### config.mk
export PLATFORM = sky130hd
export DESIGN_NAME = copperv_mem_arbiter_flat
export DESIGN_NICKNAME = d
export VERILOG_FILES = /design/src/rtl/copperv_mem_arbiter_if.sv /design/src/rtl/copperv_mem_arbiter.sv /design/src/flat_wrapper.sv
export SDC_FILE = /design/constraint.sdc
export NUM_CORES = 1
export LEC_CHECK = 0
export BUFFER_PORTS_ARGS = -buffer_cell sky130_fd_sc_hd__buf_2
export CORE_MARGIN = 4
export CORE_UTILIZATION = 30
export DETAILED_ROUTE_END_ITERATION = 7
export PLACE_DENSITY = 0.66
export SETUP_SLACK_MARGIN = 0.2
export SYNTH_ARGS = -nofsm -noshare
export SYNTH_HDL_FRONTEND = slang
export SYNTH_SLANG_ARGS = --single-unit
### constraint.sdc
create_clock -name clk -period 2.8 [get_ports clk]
set_input_delay 0.42 -clock clk [delete_from_list [all_inputs] [get_ports clk]]
set_output_delay 0.42 -clock clk [all_outputs]
set_load 0.01 [all_outputs]
### src/rtl/copperv_mem_arbiter_if.sv
// Bundle of the requester and memory-side signals of the arbiter.
// The arbiter is the slave; the requesters and memory model are the master.
interface copperv_mem_arbiter_if #(
    parameter int NUM_CH = 2,
    parameter int ADDR_W = 32,
    parameter int DATA_W = 32,
    parameter int CNT_W  = 16
);
    logic [NUM_CH-1:0]          req_en;
    logic [NUM_CH-1:0]          req_we;
    logic [NUM_CH*ADDR_W-1:0]   req_addr;
    logic [NUM_CH*DATA_W-1:0]   req_wr_data;
    logic [NUM_CH*DATA_W/8-1:0] req_strb;
    logic [NUM_CH-1:0]          rsp_ready;
    logic [NUM_CH-1:0]          rsp_err;
    logic [DATA_W-1:0]          rsp_rd_data;
    logic                       mem_en;
    logic                       mem_we;
    logic [ADDR_W-1:0]          mem_addr;
    logic [DATA_W-1:0]          mem_wr_data;
    logic [DATA_W/8-1:0]        mem_strb;
    logic [DATA_W-1:0]          mem_rd_data;
    logic                       mem_rsp_ready;
    logic [NUM_CH-1:0]          grant;
    logic [NUM_CH*CNT_W-1:0]    txn_count;

    modport slave (
        input  req_en, req_we, req_addr, req_wr_data, req_strb, mem_rd_data, mem_rsp_ready,
        output rsp_ready, rsp_err, rsp_rd_data, mem_en, mem_we, mem_addr, mem_wr_data,
               mem_strb, grant, txn_count
    );

    modport master (
        output req_en, req_we, req_addr, req_wr_data, req_strb, mem_rd_data, mem_rsp_ready,
        input  rsp_ready, rsp_err, rsp_rd_data, mem_en, mem_we, mem_addr, mem_wr_data,
               mem_strb, grant, txn_count
    );
endinterface

### src/rtl/copperv_mem_arbiter.sv
// Round-robin N-channel arbiter onto a single memory port, one transaction
// in flight, with response timeout and per-channel completion counters.
module copperv_mem_arbiter #(
    parameter int NUM_CH  = 2,
    parameter int ADDR_W  = 32,
    parameter int DATA_W  = 32,
    parameter int TIMEOUT = 255,
    parameter int CNT_W   = 16
) (
    input  logic                 clk,
    input  logic                 rstn,
    copperv_mem_arbiter_if.slave bus
);
    localparam int STRB_W = DATA_W / 8;
    localparam int PTR_W  = (NUM_CH > 1) ? $clog2(NUM_CH) : 1;
    localparam int TO_W   = (TIMEOUT > 0) ? $clog2(TIMEOUT + 1) : 1;

    typedef enum logic [1:0] {IDLE, BUSY, RESP} state_t;

    state_t                         state_q;
    logic [PTR_W-1:0]               ptr_q;
    logic [PTR_W-1:0]               gidx_q;
    logic [TO_W-1:0]                to_cnt_q;
    logic [NUM_CH-1:0]              grant_q;
    logic [NUM_CH-1:0]              rsp_ready_q;
    logic [NUM_CH-1:0]              rsp_err_q;
    logic [DATA_W-1:0]              rsp_rd_data_q;
    logic                           mem_en_q;
    logic                           mem_we_q;
    logic [ADDR_W-1:0]              mem_addr_q;
    logic [DATA_W-1:0]              mem_wr_data_q;
    logic [STRB_W-1:0]              mem_strb_q;
    logic [NUM_CH-1:0][CNT_W-1:0]   cnt_q;

    logic [PTR_W-1:0]               sel;
    logic                           sel_vld;
    logic [PTR_W-1:0]               ptr_d;

    // First requester at or after the pointer, wrapping modulo NUM_CH.
    always_comb begin
        logic [PTR_W:0]   idx;
        logic [PTR_W-1:0] cand;
        sel     = '0;
        sel_vld = 1'b0;
        idx     = '0;
        cand    = '0;
        for (int i = 0; i < NUM_CH; i++) begin
            idx = {1'b0, ptr_q} + (PTR_W+1)'(i);
            if (idx >= (PTR_W+1)'(NUM_CH))
                idx = idx - (PTR_W+1)'(NUM_CH);
            cand = idx[PTR_W-1:0];
            if (!sel_vld && bus.req_en[cand]) begin
                sel_vld = 1'b1;
                sel     = cand;
            end
        end
    end

    assign ptr_d = (int'(gidx_q) + 1 >= NUM_CH) ? '0 : gidx_q + PTR_W'(1);

    always_ff @(posedge clk or negedge rstn) begin
        if (!rstn) begin
            state_q       <= IDLE;
            ptr_q         <= '0;
            gidx_q        <= '0;
            to_cnt_q      <= '0;
            grant_q       <= '0;
            rsp_ready_q   <= '0;
            rsp_err_q     <= '0;
            rsp_rd_data_q <= '0;
            mem_en_q      <= 1'b0;
            mem_we_q      <= 1'b0;
            mem_addr_q    <= '0;
            mem_wr_data_q <= '0;
            mem_strb_q    <= '0;
            cnt_q         <= '0;
        end else begin
            rsp_ready_q <= '0;
            rsp_err_q   <= '0;
            case (state_q)
                IDLE: begin
                    if (sel_vld) begin
                        grant_q       <= NUM_CH'(1) << sel;
                        gidx_q        <= sel;
                        mem_en_q      <= 1'b1;
                        mem_we_q      <= bus.req_we[sel];
                        mem_addr_q    <= bus.req_addr[sel*ADDR_W +: ADDR_W];
                        mem_wr_data_q <= bus.req_wr_data[sel*DATA_W +: DATA_W];
                        mem_strb_q    <= bus.req_strb[sel*STRB_W +: STRB_W];
                        to_cnt_q      <= '0;
                        state_q       <= BUSY;
                    end
                end
                BUSY: begin
                    // A response in the deadline cycle beats the timeout.
                    if (bus.mem_rsp_ready ||
                        (TIMEOUT != 0 && to_cnt_q == TO_W'(TIMEOUT - 1))) begin
                        rsp_rd_data_q  <= bus.mem_rsp_ready ? bus.mem_rd_data : '0;
                        rsp_ready_q    <= grant_q;
                        rsp_err_q      <= bus.mem_rsp_ready ? '0 : grant_q;
                        mem_en_q       <= 1'b0;
                        cnt_q[gidx_q]  <= cnt_q[gidx_q] + CNT_W'(1);
                        ptr_q          <= ptr_d;
                        state_q        <= RESP;
                    end else if (TIMEOUT != 0) begin
                        to_cnt_q <= to_cnt_q + TO_W'(1);
                    end
                end
                RESP: begin
                    grant_q <= '0;
                    state_q <= IDLE;
                end
                default: state_q <= IDLE;
            endcase
        end
    end

    assign bus.grant       = grant_q;
    assign bus.rsp_ready   = rsp_ready_q;
    assign bus.rsp_err     = rsp_err_q;
    assign bus.rsp_rd_data = rsp_rd_data_q;
    assign bus.mem_en      = mem_en_q;
    assign bus.mem_we      = mem_we_q;
    assign bus.mem_addr    = mem_addr_q;
    assign bus.mem_wr_data = mem_wr_data_q;
    assign bus.mem_strb    = mem_strb_q;
    assign bus.txn_count   = cnt_q;
endmodule

### src/flat_wrapper.sv
// flat-port wrapper written by rule: the top's interface ports become plain ports
module copperv_mem_arbiter_flat 
#(
    parameter int NUM_CH  = 2,
    parameter int ADDR_W  = 32,
    parameter int DATA_W  = 32,
    parameter int TIMEOUT = 255,
    parameter int CNT_W   = 16
)
  (clk, rstn, bus_req_en, bus_req_we, bus_req_addr, bus_req_wr_data, bus_req_strb, bus_mem_rd_data, bus_mem_rsp_ready, bus_rsp_ready, bus_rsp_err, bus_rsp_rd_data, bus_mem_en, bus_mem_we, bus_mem_addr, bus_mem_wr_data, bus_mem_strb, bus_grant, bus_txn_count);
  copperv_mem_arbiter_if #(.NUM_CH(NUM_CH), .ADDR_W(ADDR_W), .DATA_W(DATA_W), .CNT_W(CNT_W)) bus_i ();
  input  logic clk;
  input  logic rstn;
  input wire logic [$bits(bus_i.req_en)-1:0] bus_req_en;
  input wire logic [$bits(bus_i.req_we)-1:0] bus_req_we;
  input wire logic [$bits(bus_i.req_addr)-1:0] bus_req_addr;
  input wire logic [$bits(bus_i.req_wr_data)-1:0] bus_req_wr_data;
  input wire logic [$bits(bus_i.req_strb)-1:0] bus_req_strb;
  input wire logic [$bits(bus_i.mem_rd_data)-1:0] bus_mem_rd_data;
  input wire logic [$bits(bus_i.mem_rsp_ready)-1:0] bus_mem_rsp_ready;
  output wire logic [$bits(bus_i.rsp_ready)-1:0] bus_rsp_ready;
  output wire logic [$bits(bus_i.rsp_err)-1:0] bus_rsp_err;
  output wire logic [$bits(bus_i.rsp_rd_data)-1:0] bus_rsp_rd_data;
  output wire logic [$bits(bus_i.mem_en)-1:0] bus_mem_en;
  output wire logic [$bits(bus_i.mem_we)-1:0] bus_mem_we;
  output wire logic [$bits(bus_i.mem_addr)-1:0] bus_mem_addr;
  output wire logic [$bits(bus_i.mem_wr_data)-1:0] bus_mem_wr_data;
  output wire logic [$bits(bus_i.mem_strb)-1:0] bus_mem_strb;
  output wire logic [$bits(bus_i.grant)-1:0] bus_grant;
  output wire logic [$bits(bus_i.txn_count)-1:0] bus_txn_count;
  assign bus_i.req_en = bus_req_en;
  assign bus_i.req_we = bus_req_we;
  assign bus_i.req_addr = bus_req_addr;
  assign bus_i.req_wr_data = bus_req_wr_data;
  assign bus_i.req_strb = bus_req_strb;
  assign bus_i.mem_rd_data = bus_mem_rd_data;
  assign bus_i.mem_rsp_ready = bus_mem_rsp_ready;
  assign bus_rsp_ready = bus_i.rsp_ready;
  assign bus_rsp_err = bus_i.rsp_err;
  assign bus_rsp_rd_data = bus_i.rsp_rd_data;
  assign bus_mem_en = bus_i.mem_en;
  assign bus_mem_we = bus_i.mem_we;
  assign bus_mem_addr = bus_i.mem_addr;
  assign bus_mem_wr_data = bus_i.mem_wr_data;
  assign bus_mem_strb = bus_i.mem_strb;
  assign bus_grant = bus_i.grant;
  assign bus_txn_count = bus_i.txn_count;
  copperv_mem_arbiter #(.NUM_CH(NUM_CH), .ADDR_W(ADDR_W), .DATA_W(DATA_W), .TIMEOUT(TIMEOUT), .CNT_W(CNT_W)) u_core (.clk(clk), .rstn(rstn), .bus(bus_i));
endmodule
==> metrics.txt, run 1 <==
status finished with violations; failing checks design-rule violations; non-filler cells, final 1130; CTS Buf Count 17; cell taking the most area after synthesis dfrtp_1; Worst Hold Class primary input to register; H-Tree Level Count 4; dpl cells 1094; initial antenna violation count 4; PortBufs 314; Die H 155 um; IO Pins 315; Clk pwr share 0.252; Clock Latency Late Sink 430 ps; slew margin rel. 0.548; Synth Area in Compound Gates 0.190; antenna-violating nets left 0; Sw Pwr 0.00334 W; design area 8930 sq um; CP Max Fanout 19; Worst EP required 3150 ps; layer with the highest usage met2; syn_area_per_cell 12.2 sq um; initial core utilization 0.305; vias per inst 4.94; initial DRC count 481; part of the power in combinational logic 0.347; gr usage total 0.160; Int Pwr 0.00565 W; vias in the first global route 5569; Synth Net Count 705; top post-synthesis cells by area dfrtp_1, a222oi_1, a22o_1, inv_1, xor2_1; clk root buf clkbuf_16; Post-Synth XOR/XNOR Area 0.0422; full die area 23900 sq um; final hold vios 0; Slew Viols, Final 0; first-pass GRT wire length 30.4 mm; Reg power frac 0.401; core area 21100 sq um; setup tns final 0 ps; via count 5583; Post-Synth Simple-Gate Area 0.0973; Die Width 155 um; DRT Wirelength 20.0 mm; largest net degree at the start of global routing 65; grt met3 use 0.0487; TritonCTS clock tree yes; PD cells 1010 nW/um^2; Final Wtd Congestion 0.817; Worst Tran Pin Value 679 ps; cell count after synthesis 527; RSZ-0062 raised after global routing no; type of the worst setup path register to register; crit start category register; VDD IR-drop max 0.474 mV; mux contribution to synthesized area 0.00350; Fillers 2059; clk sink count 152; gr ovfl total 0; switching share of total power 0.372; Row Count 53; Final setup violation count 0; TritonRoute pass-1 iters 8; Placed Area 8320 sq um; Layout Nets 1017; Yosys cell types 56; proportion of synthesized chip area in sequential cells 0.591; Post-synth ARST share 1.00; post-synth top area share 0.591; Max clock buf depth 2; arrival time at the worst endpoint 2430 ps; fmax 0.480 GHz; leakage 4.87 nW; Post-synth EDFFs 0; Wirelength per Cell 17.7 um; Synth Area in Adders 0.00583; maxcap violations 0; Resized cells post-CTS 0; Final Cycle Share 0.744; Clock Pin Slew Worst Setup and Hold Paths 80 ps; M2 GR Usage 0.269; met1 usage 0.198; Layout area overhead 38.6%; CP Capture Type register; main flop type after synthesis dfrtp_1; HPWL Detailed 14.9 mm; Synth warnings 0; cell area after synthesis 6440 sq um; fraction of layout cells with a size suffix above 1 0.458; clock skew 14.6 ps; fin crit period 2080 ps; FF+latch count, synth 152; largest family of logic cells by synthesized area compound AO/OA/AOI/OAI gates; # DRC 8; Pwr Total 0.00900 W
==> state kept, by name (all words and copies together) (netlist names), 2 cells and up <==
register                cells
u_core.bus.mem_strb         4
u_core.bus.mem_addr        32
u_core.bus.grant            2
u_core.bus.mem_wr_data     32
u_core.state_q              2
u_core.bus.rsp_err          2
u_core.to_cnt_q             8
u_core.bus.rsp_ready        2
u_core.bus.txn_count       32
u_core.bus.rsp_rd_data     32
==> cells in the mapped netlist, types with 4 or more instances <==
cell type	number
dfrtp_1	152
and3_2	4
inv_1	77
nor3_1	4
nand3_1	13
a22o_1	33
clkbuf_1	22
xnor2_1	14
o21ai_0	11
nor2b_1	5
a222oi_1	69
and3_1	8
a21o_1	5
buf_2	9
nor3_2	5
xor2_1	17
nor2_1	9
nand2_1	16
==> cell families (layout without fill, tap and decap cells) <==
logic type	Yosys count	after routing
AOI/OAI and AO/OA	133	133
xor gates and xnor gates	31	31
adders and majority gates	3	3
buffers and inverters	112	437
DFF	152	152
muxes	2	2
other	0	3
and+or+nand+nor	94	94
==> power groups by stage <==
stage | sequential [W] | combinational [W] | clock [W]
final | 0.00361 | 0.00312 | 0.00227
after global routing | 0.00370 | 0.00343 | 0.00243
after CTS | 0.00360 | 0.00317 | 0.00233
after detailed placement | 0.00361 | 0.00318 | 0
after global placement | 0.00362 | 0.00312 | 0
after floorplan | 0.00390 | 0.00140 | 0
==> routing by layer <==
metal | up-vias | routed length, um
li1 | 2586 | -
met4 | 2 | 278
met2 | 249 | 9970
met5 | - | 19
met1 | 2725 | 8010
met3 | 21 | 1710
==> worst paths after layout <==
check / start / slack [ps] / end / depth (start not counted)
max in group asynchronous: rstn / 1530 / u_core.bus.mem_wr_data[17] / 3
min: bus_req_wr_data[51] / 200 / u_core.bus.mem_wr_data[19] / 3
max: u_core.to_cnt_q[0] / 720 / u_core.bus.txn_count[14] / 8
min in group asynchronous: rstn / 520 / u_core.bus.txn_count[27] / 2
max reg2reg: u_core.to_cnt_q[0] / 720 / u_core.bus.txn_count[14] / 8
min reg2reg: u_core.bus.txn_count[15] / 470 / u_core.bus.txn_count[15] / 1
==> cell type report <==
class                   count  area, sq um  area share
diodes                      3         7.51    0.000841
clock buffers              18          429      0.0481
clock inverters            14          155      0.0174
inverters                  77          289      0.0324
multi-input cells         263         2200       0.246
flip-flops and latches    152         3800       0.426
well taps                 275          344      0.0385
repair buffers            328         1700       0.190
==> layout by cell type (no fill, tap or decap), drive strengths merged, types with 4 or more instances in the layout <==
| cell type | synthesis | routed |
|---|---|---|
| and3 | 12 | 12 |
| nor3 | 9 | 9 |
| nor2 | 9 | 9 |
| clkinv | 0 | 5 |
| nand4 | 4 | 4 |
| nand3 | 15 | 15 |
| nand2 | 17 | 17 |
| buf | 13 | 327 |
| inv | 77 | 86 |
| clkbuf | 22 | 18 |
| a222oi | 69 | 69 |
| dfrtp | 152 | 152 |
| nor2b | 5 | 5 |
| xnor2 | 14 | 14 |
| a22o | 33 | 33 |
| and3b | 4 | 4 |
| o21ai | 13 | 13 |
| a21o | 6 | 6 |
| xor2 | 17 | 17 |
==> critical path, stage by stage, from the launching register on <==
cell and delay (ps):
dfrtp_1 420, inv_1 80, ha_1 130, and3_1 220, a21o_4 250, nand2_4 190, buf_4 260, nor4_4 290
xor2_1 150
==> what timing repair did <==
action	4_1_cts	5_1_grt
hold buffers	1	0
hold endpoints to repair	51	0
buffers inserted	0	0
==> through the flow <==
stage | hold slack [ps] | util | setup WS, ps
6_report | 195 | 0.423 | 717
5_1_grt | 183 | 0.423 | 529
4_1_cts | 176 | 0.423 | 714
3_5_place_dp | 415 | 0.395 | 724
3_3_place_gp | 413 | 0.395 | 727
2_1_floorplan | 124 | - | 782
Note: power is estimated with default switching activity, not from simulation.
==> inputs of run 2 (changes only) <==
- ABC_AREA: not set -> 1
- PLACE_DENSITY: 0.66 -> 0.64
- clock period: 2.8 -> 2.12 ns (I/O delays scaled with it)
==> run 2 against run 1 <==
Against the previous run: the run now ends clean; routed wire length rose by 16%; hold slack worse by 66 ps; utilization shrank 1.3 points; fmax grew 18%; largest cell class unchanged.
==> metrics.txt, run 2 <==
final setup margin 360 ps (was 717 ps); H-Tree Level Count 4 (unchanged); Synth warnings 0 (unchanged); Top Family by Delay on Critical Path simple AND/OR/NAND/NOR gates (unchanged); vias per inst 4.54 (was 4.94); gr usage total 0.163 (was 0.160); slew margin rel. 0.472 (was 0.548); HPWL Detailed 16.8 mm (was 14.9 mm); via count 7034 (was 5583); Slew Viols, Final 0 (unchanged); Reg power frac 0.349 (was 0.401); maxcap violations 0 (unchanged); part of the power in combinational logic 0.451 (was 0.347); cell taking the most area after synthesis dfrtp_1 (unchanged); Final Wtd Congestion 0.876 (was 0.817); DRT Wirelength 23.2 mm (was 20.0 mm); Post-synth ARST share 1.00 (unchanged); PortBufs 314 (unchanged); min-delay src bus_mem_rd_data[15] (was bus_req_wr_data[51]); Sw Pwr 0.00617 W (was 0.00334 W); clk sink count 152 (unchanged); Clk pwr share 0.199 (was 0.252); CTS Buf Count 17 (unchanged); initial DRC count 546 (was 481); Worst Hold Class primary input to register (unchanged); gr ovfl total 0 (unchanged); initial antenna violation count 3 (was 4); vias in the first global route 6839 (was 5569); most numerous cell in the Yosys netlist nand2_1 (was dfrtp_1); most frequent cells in the layout buf_2, nand2_1, dfrtp_1, nand3_1, inv_1 (was buf_2, dfrtp_1, inv_1, a222oi_1, a22o_1); arrival time at the worst endpoint 2090 ps (was 2430 ps); Final Cycle Share 0.830 (was 0.744); antenna-violating nets left 0 (unchanged); final hold vios 0 (unchanged); TritonRoute pass-1 iters 5 (was 8); Int Pwr 0.00826 W (was 0.00565 W); critical path, cell by cell or2_1 -> or2_2 -> buf_12 -> o211ai_1 (was inv_1 -> ha_1 -> and3_1 -> a21o_4 -> nand2_4 -> buf_4 -> nor4_4 -> xor2_1); Clock Latency Late Sink 420 ps (was 430 ps); Post-synth EDFFs 0 (unchanged); TritonCTS clock tree yes (unchanged); leakage 5.38 nW (was 4.87 nW); Final setup violation count 0 (unchanged); VDD IR-drop max 0.475 mV (was 0.474 mV); type of the worst setup path register to register (unchanged); FF-to-FF Start u_core.state_q[1] (was u_core.to_cnt_q[0]); FF+latch count, synth 152 (unchanged); Critical path origin u_core.state_q[1] (was u_core.to_cnt_q[0]); Row Count 57 (was 53); CP Capture Type register (unchanged); Yosys cell types 32 (was 56); clock skew 10.8 ps (was 14.6 ps); proportion of synthesized chip area in sequential cells 0.512 (was 0.591); WP buf/inv 1 (was 2); # DRC 0 (was 8); commonest non-fill, non-tap cell in the layout buf_2 (unchanged); Pwr Total 0.0144 W (was 0.00900 W); Die H 165 um (was 155 um); Slowest-stage cell, CP or2_2 (was dfrtp_1); Worst EP required 2450 ps (was 3150 ps); non-filler cells, final 1548 (was 1130); core area 24300 sq um (was 21100 sq um); max incr delay on CP 460 ps (was 420 ps); Final Util 0.410 (was 0.423); Worst Tran Pin Value 791 ps (was 679 ps); fmax 0.568 GHz (was 0.480 GHz); Fillers 2547 (was 2059); Layout area overhead 34.2% (was 38.6%); crit start category register (unchanged); syn_area_per_cell 8.21 sq um (was 12.2 sq um); most common library cells after synthesis nand2_1, dfrtp_1, nand3_1 (was dfrtp_1, inv_1, a222oi_1); RSZ-0062 raised after global routing no (unchanged); dpl cells 1509 (was 1094); initial core utilization 0.305 (about the same); first-pass GRT wire length 35.6 mm (was 30.4 mm); post-synth top area share 0.512 (was 0.591); fraction of layout cells with a size suffix above 1 0.332 (was 0.458); PD cells 1450 nW/um^2 (was 1010 nW/um^2); cell count after synthesis 905 (was 527); clk root buf clkbuf_16 (unchanged); Clock Pin Slew Worst Setup and Hold Paths 70 ps (was 80 ps); Layout Nets 1387 (was 1017); setup tns final 0 ps (unchanged); main flop type after synthesis dfrtp_1 (unchanged); IO Pins 315 (unchanged); status finished clean (was finished with violations); switching share of total power 0.428 (was 0.372); fin crit period 1760 ps (was 2080 ps); Synth Net Count 1083 (was 705); largest net degree at the start of global routing 71 (was 65); cell area after synthesis 7430 sq um (was 6440 sq um); Wirelength per Cell 15.0 um (was 17.7 um); top post-synthesis cells by area dfrtp_1, nand2_1, nand3_1, o211ai_1, inv_1 (was dfrtp_1, a222oi_1, a22o_1, inv_1, xor2_1); dpl ws 320 ps (was 724 ps); full die area 27300 sq um (was 23900 sq um); CP Max Fanout 60 (was 19); Die Width 165 um (was 155 um); Max clock buf depth 2 (unchanged)
[run 2: cell count changes after synthesis, sizes merged, moves of 21 or more]
cell and change:
nand3 +117, o21ai +23, a22o -33, nor2 +21, a222oi -69, o211ai +68, inv +42, nand2 +277
[run 2: tightest hold or removal path: stages]
cell and delay, ps:
buf_2 70, nand3_1 60, nand2_1 60
[run 2: layout make-up]
class                   instances  area (sq um)  area share
well taps                     324           405      0.0407
clock inverters                14           114      0.0114
inverters                     119           459      0.0461
multi-input cells             582          2900       0.291
repair buffers                337          1840       0.185
clock buffers                  18           439      0.0441
flip-flops and latches        152          3800       0.382
diodes                          2          5.00    0.000502
[run 2: timing repair]
action / CTS / global route
hold buffers: 1 / 0
setup endpoints to repair: 0 / 20
hold endpoints to repair: 42 / 0
gates resized for setup: 0 / 5
setup buffers: 0 / 4
[run 2: metal layers]
layer,GRT usage,wire length (um),vias to the layer above
met5,0,23,-
met4,0.0521,406,4
met3,0.0350,1240,26
met2,0.265,11600,182
met1,0.219,9980,3310
li1,-,-,3512
[run 2: final timing paths]
kind	to	slack, ps	depth (start not counted)
min reg2reg	u_core.bus.rsp_rd_data[9]	470	2
max in group asynchronous	u_core.bus.mem_wr_data[22]	1030	3
max	u_core.bus.mem_addr[1]	360	4
min in group asynchronous	u_core.bus.mem_wr_data[8]	390	2
min	u_core.bus.rsp_rd_data[15]	130	3
max reg2reg	u_core.bus.mem_addr[1]	360	4
[run 2: cell families (layout without fill, tap and decap cells)]
logic type | count (synthesis) | in the layout | synth area share
other | 0 | 2 | 0
flip-flops | 152 | 152 | 0.512
AO/OA/AOI/OAI | 107 | 107 | 0.0967
AND/OR/NAND/NOR | 465 | 465 | 0.278
buffers and inverters | 171 | 488 | 0.100
adder cells (fa/ha/maj) | 3 | 3 | 0.00505
XOR/XNOR | 7 | 7 | 0.00825
[run 2: power groups by stage]
stage | clock network, W | logic (W) | registers [W]
after detailed placement | 0 | 0.00655 | 0.00506
final | 0.00288 | 0.00651 | 0.00504
after global routing | 0.00308 | 0.00727 | 0.00522
after CTS | 0.00296 | 0.00656 | 0.00504
after floorplan | 0 | 0.00343 | 0.00557
after global placement | 0 | 0.00645 | 0.00507
[run 2: through the flow]
stage	hold slack (ps)	area (sq um)
6_report	129	9970
3_3_place_gp	280	9340
4_1_cts	108	9900
2_1_floorplan	22.4	7430
5_1_grt	110	9960
3_5_place_dp	281	9340
==> inputs of run 3 (changes only) <==
- PLACE_DENSITY: 0.64 -> 0.66
- clock period: 2.12 -> 1.5 ns (I/O delays scaled with it)
==> run 3 against run 2 <==
Against the previous run: the flow now finishes with violations (negative setup slack); hold slack worse by 100 ps; setup slack worse by 580 ps; cell count is 7.5% higher; count of clock-buffer cells in the layout is 1 lower; first-iteration DRC count is 18% lower; final area is 31% higher.
==> metrics.txt, run 3 (synthesis results as in run 2) <==
antenna-violating nets left 0 (unchanged); Wirelength per Cell 16.6 um (was 15.0 um); Final setup violation count 119 (was 0); clock skew 15.0 ps (was 10.8 ps); clk sink count 152 (unchanged); Slowest-stage cell, CP dfrtp_2 (was or2_2); final hold vios 0 (unchanged); HPWL Detailed 17.1 mm (was 16.8 mm); initial DRC count 450 (was 546); TritonCTS clock tree yes (unchanged); Top Family by Delay on Critical Path simple AND/OR/NAND/NOR gates (unchanged); maxcap violations 0 (unchanged); Die H 165 um (unchanged); Worst Tran Pin Value 350 ps (was 791 ps); most frequent cells in the layout buf_2, dfrtp_1, nand2_1, inv_1, nand2_2 (was buf_2, nand2_1, dfrtp_1, nand3_1, inv_1); max incr delay on CP 440 ps (was 460 ps); Final Wtd Congestion 0.827 (was 0.876); Max clock buf depth 2 (unchanged); PD cells 2160 nW/um^2 (was 1450 nW/um^2); non-filler cells, final 1664 (was 1548); Row Count 57 (unchanged); initial antenna violation count 0 (was 3); crit start category register (unchanged); commonest non-fill, non-tap cell in the layout buf_2 (unchanged); # DRC 0 (unchanged); largest net degree at the start of global routing 58 (was 71); fraction of layout cells with a size suffix above 1 0.538 (was 0.332); vias per inst 4.68 (was 4.54); Final Util 0.536 (was 0.410); gr ovfl total 0 (unchanged); Worst EP required 1870 ps (was 2450 ps); fin crit period 1720 ps (was 1760 ps); Fillers 2097 (was 2547); DRT Wirelength 27.6 mm (was 23.2 mm); fmax 0.582 GHz (was 0.568 GHz); PortBufs 314 (unchanged); clk root buf clkbuf_16 (unchanged); via count 7789 (was 7034); WP buf/inv 2 (was 1); critical path, cell by cell buf_12 -> buf_8 -> nand2_2 -> nand2_4 -> nor2_4 -> nand2_2 -> nor2_4 -> nand2_1 -> nand2_2 -> nand3_2 -> nand2_1 (was or2_1 -> or2_2 -> buf_12 -> o211ai_1); Layout area overhead 75.6% (was 34.2%); H-Tree Level Count 4 (unchanged); Slew Viols, Final 0 (unchanged); CTS Buf Count 17 (unchanged); Pwr Total 0.0282 W (was 0.0144 W); Clock Latency Late Sink 420 ps (about the same); Die Width 165 um (unchanged); TritonRoute pass-1 iters 5 (unchanged); status finished with violations (was finished clean); gr usage total 0.189 (was 0.163); Worst Hold Class primary input to register (unchanged); vias in the first global route 7727 (was 6839); CP Capture Type register (unchanged); first-pass GRT wire length 40.4 mm (was 35.6 mm); core area 24300 sq um (unchanged); VDD IR-drop max 0.787 mV (was 0.475 mV); slew margin rel. 0.764 (was 0.472); failing checks negative setup slack; RSZ-0062 raised after global routing yes (was no); full die area 27300 sq um (unchanged); type of the worst setup path register to register (unchanged); final setup margin -217 ps (was 360 ps); Clock Pin Slew Worst Setup and Hold Paths 70 ps (about the same); diode count 0 (was 2); CP most frequent cell nand2_2; Layout Nets 1505 (was 1387); initial core utilization 0.305 (unchanged); Final Cycle Share 1.14 (was 0.830); leakage 6.72 nW (was 5.38 nW); arrival time at the worst endpoint 2090 ps (about the same); dpl cells 1556 (was 1509); CP Max Fanout 7 (was 60); IO Pins 315 (unchanged)
## run 3: cell types whose count changed in the layout (fill, tap and decap cells not counted), sizes merged
cell      change
clkinv        -5
clkinvlp      -1
clkbuf        +5
bufinv        +2
inv           +5
buf         +112
diode         -2
## run 3: worst register-to-register path: cells and delay by family, from the launching register on
| kind | cells | cell delay, ps |
|---|---|---|
| buffers and inverters | 2 | 300 |
| flip-flops | 1 | 440 |
| AND/OR/NAND/NOR | 9 | 930 |
## run 3: layout make-up
cell class,instances,area [sq um],area share
clock inverter,15,179,0.0137
tap,324,405,0.0311
inverter,119,508,0.0389
sequential,152,3810,0.292
timing repair buffer,455,3920,0.300
multi-input combinational,582,3800,0.292
clock buffer,17,425,0.0326
## run 3: path summary, 6_finish.rpt
kind,from,endpoint,slack [ps],cells after the start
min reg2reg,u_core.bus.rsp_rd_data[25],u_core.bus.rsp_rd_data[25],490,2
max reg2reg,u_core.gidx_q,u_core.bus.txn_count[9],-220,11
min in group asynchronous,rstn,u_core.bus.rsp_rd_data[29],260,2
max,u_core.gidx_q,u_core.bus.txn_count[9],-220,11
min,bus_mem_rd_data[13],u_core.bus.rsp_rd_data[13],30,3
max in group asynchronous,rstn,u_core.bus.txn_count[0],670,3
## run 3: routing by layer
layer / up-vias / track usage / wire, um
met2: 247 / 0.325 / 14100
met1: 3722 / 0.244 / 11600
met4: 0 / 0.0536 / 477
li1: 3780 / - / -
met5: - / 0 / 0
met3: 40 / 0.0352 / 1440
## run 3: per-stage QoR
stage               TNS, ps  area, sq um  setup WS (ps)  hold slack, ps
global route         -20460        13000           -341            22.4
global placement      -3840         9920           -187             129
detailed placement    -6130         9920           -197             136
CTS                   -7430        12300           -141            9.41
finish               -10430        13000           -217            26.3
floorplan              -263         7670          -31.8           -70.6
## run 3: repair_timing
action,4_1_cts,5_1_grt
setup buffers,32,7
resized for setup,214,136
endpoints found under the hold margin,44,0
cloned,30,6
endpoints found under the setup margin,155,156
hold buffers,1,0
pin swaps,41,38
## run 3: power by group
part,internal (W),total [W],switching (W)
sequential,0.00598,0.00755,0.00158
clock,0.00252,0.00449,0.00197
combinational,0.00814,0.0161,0.00798
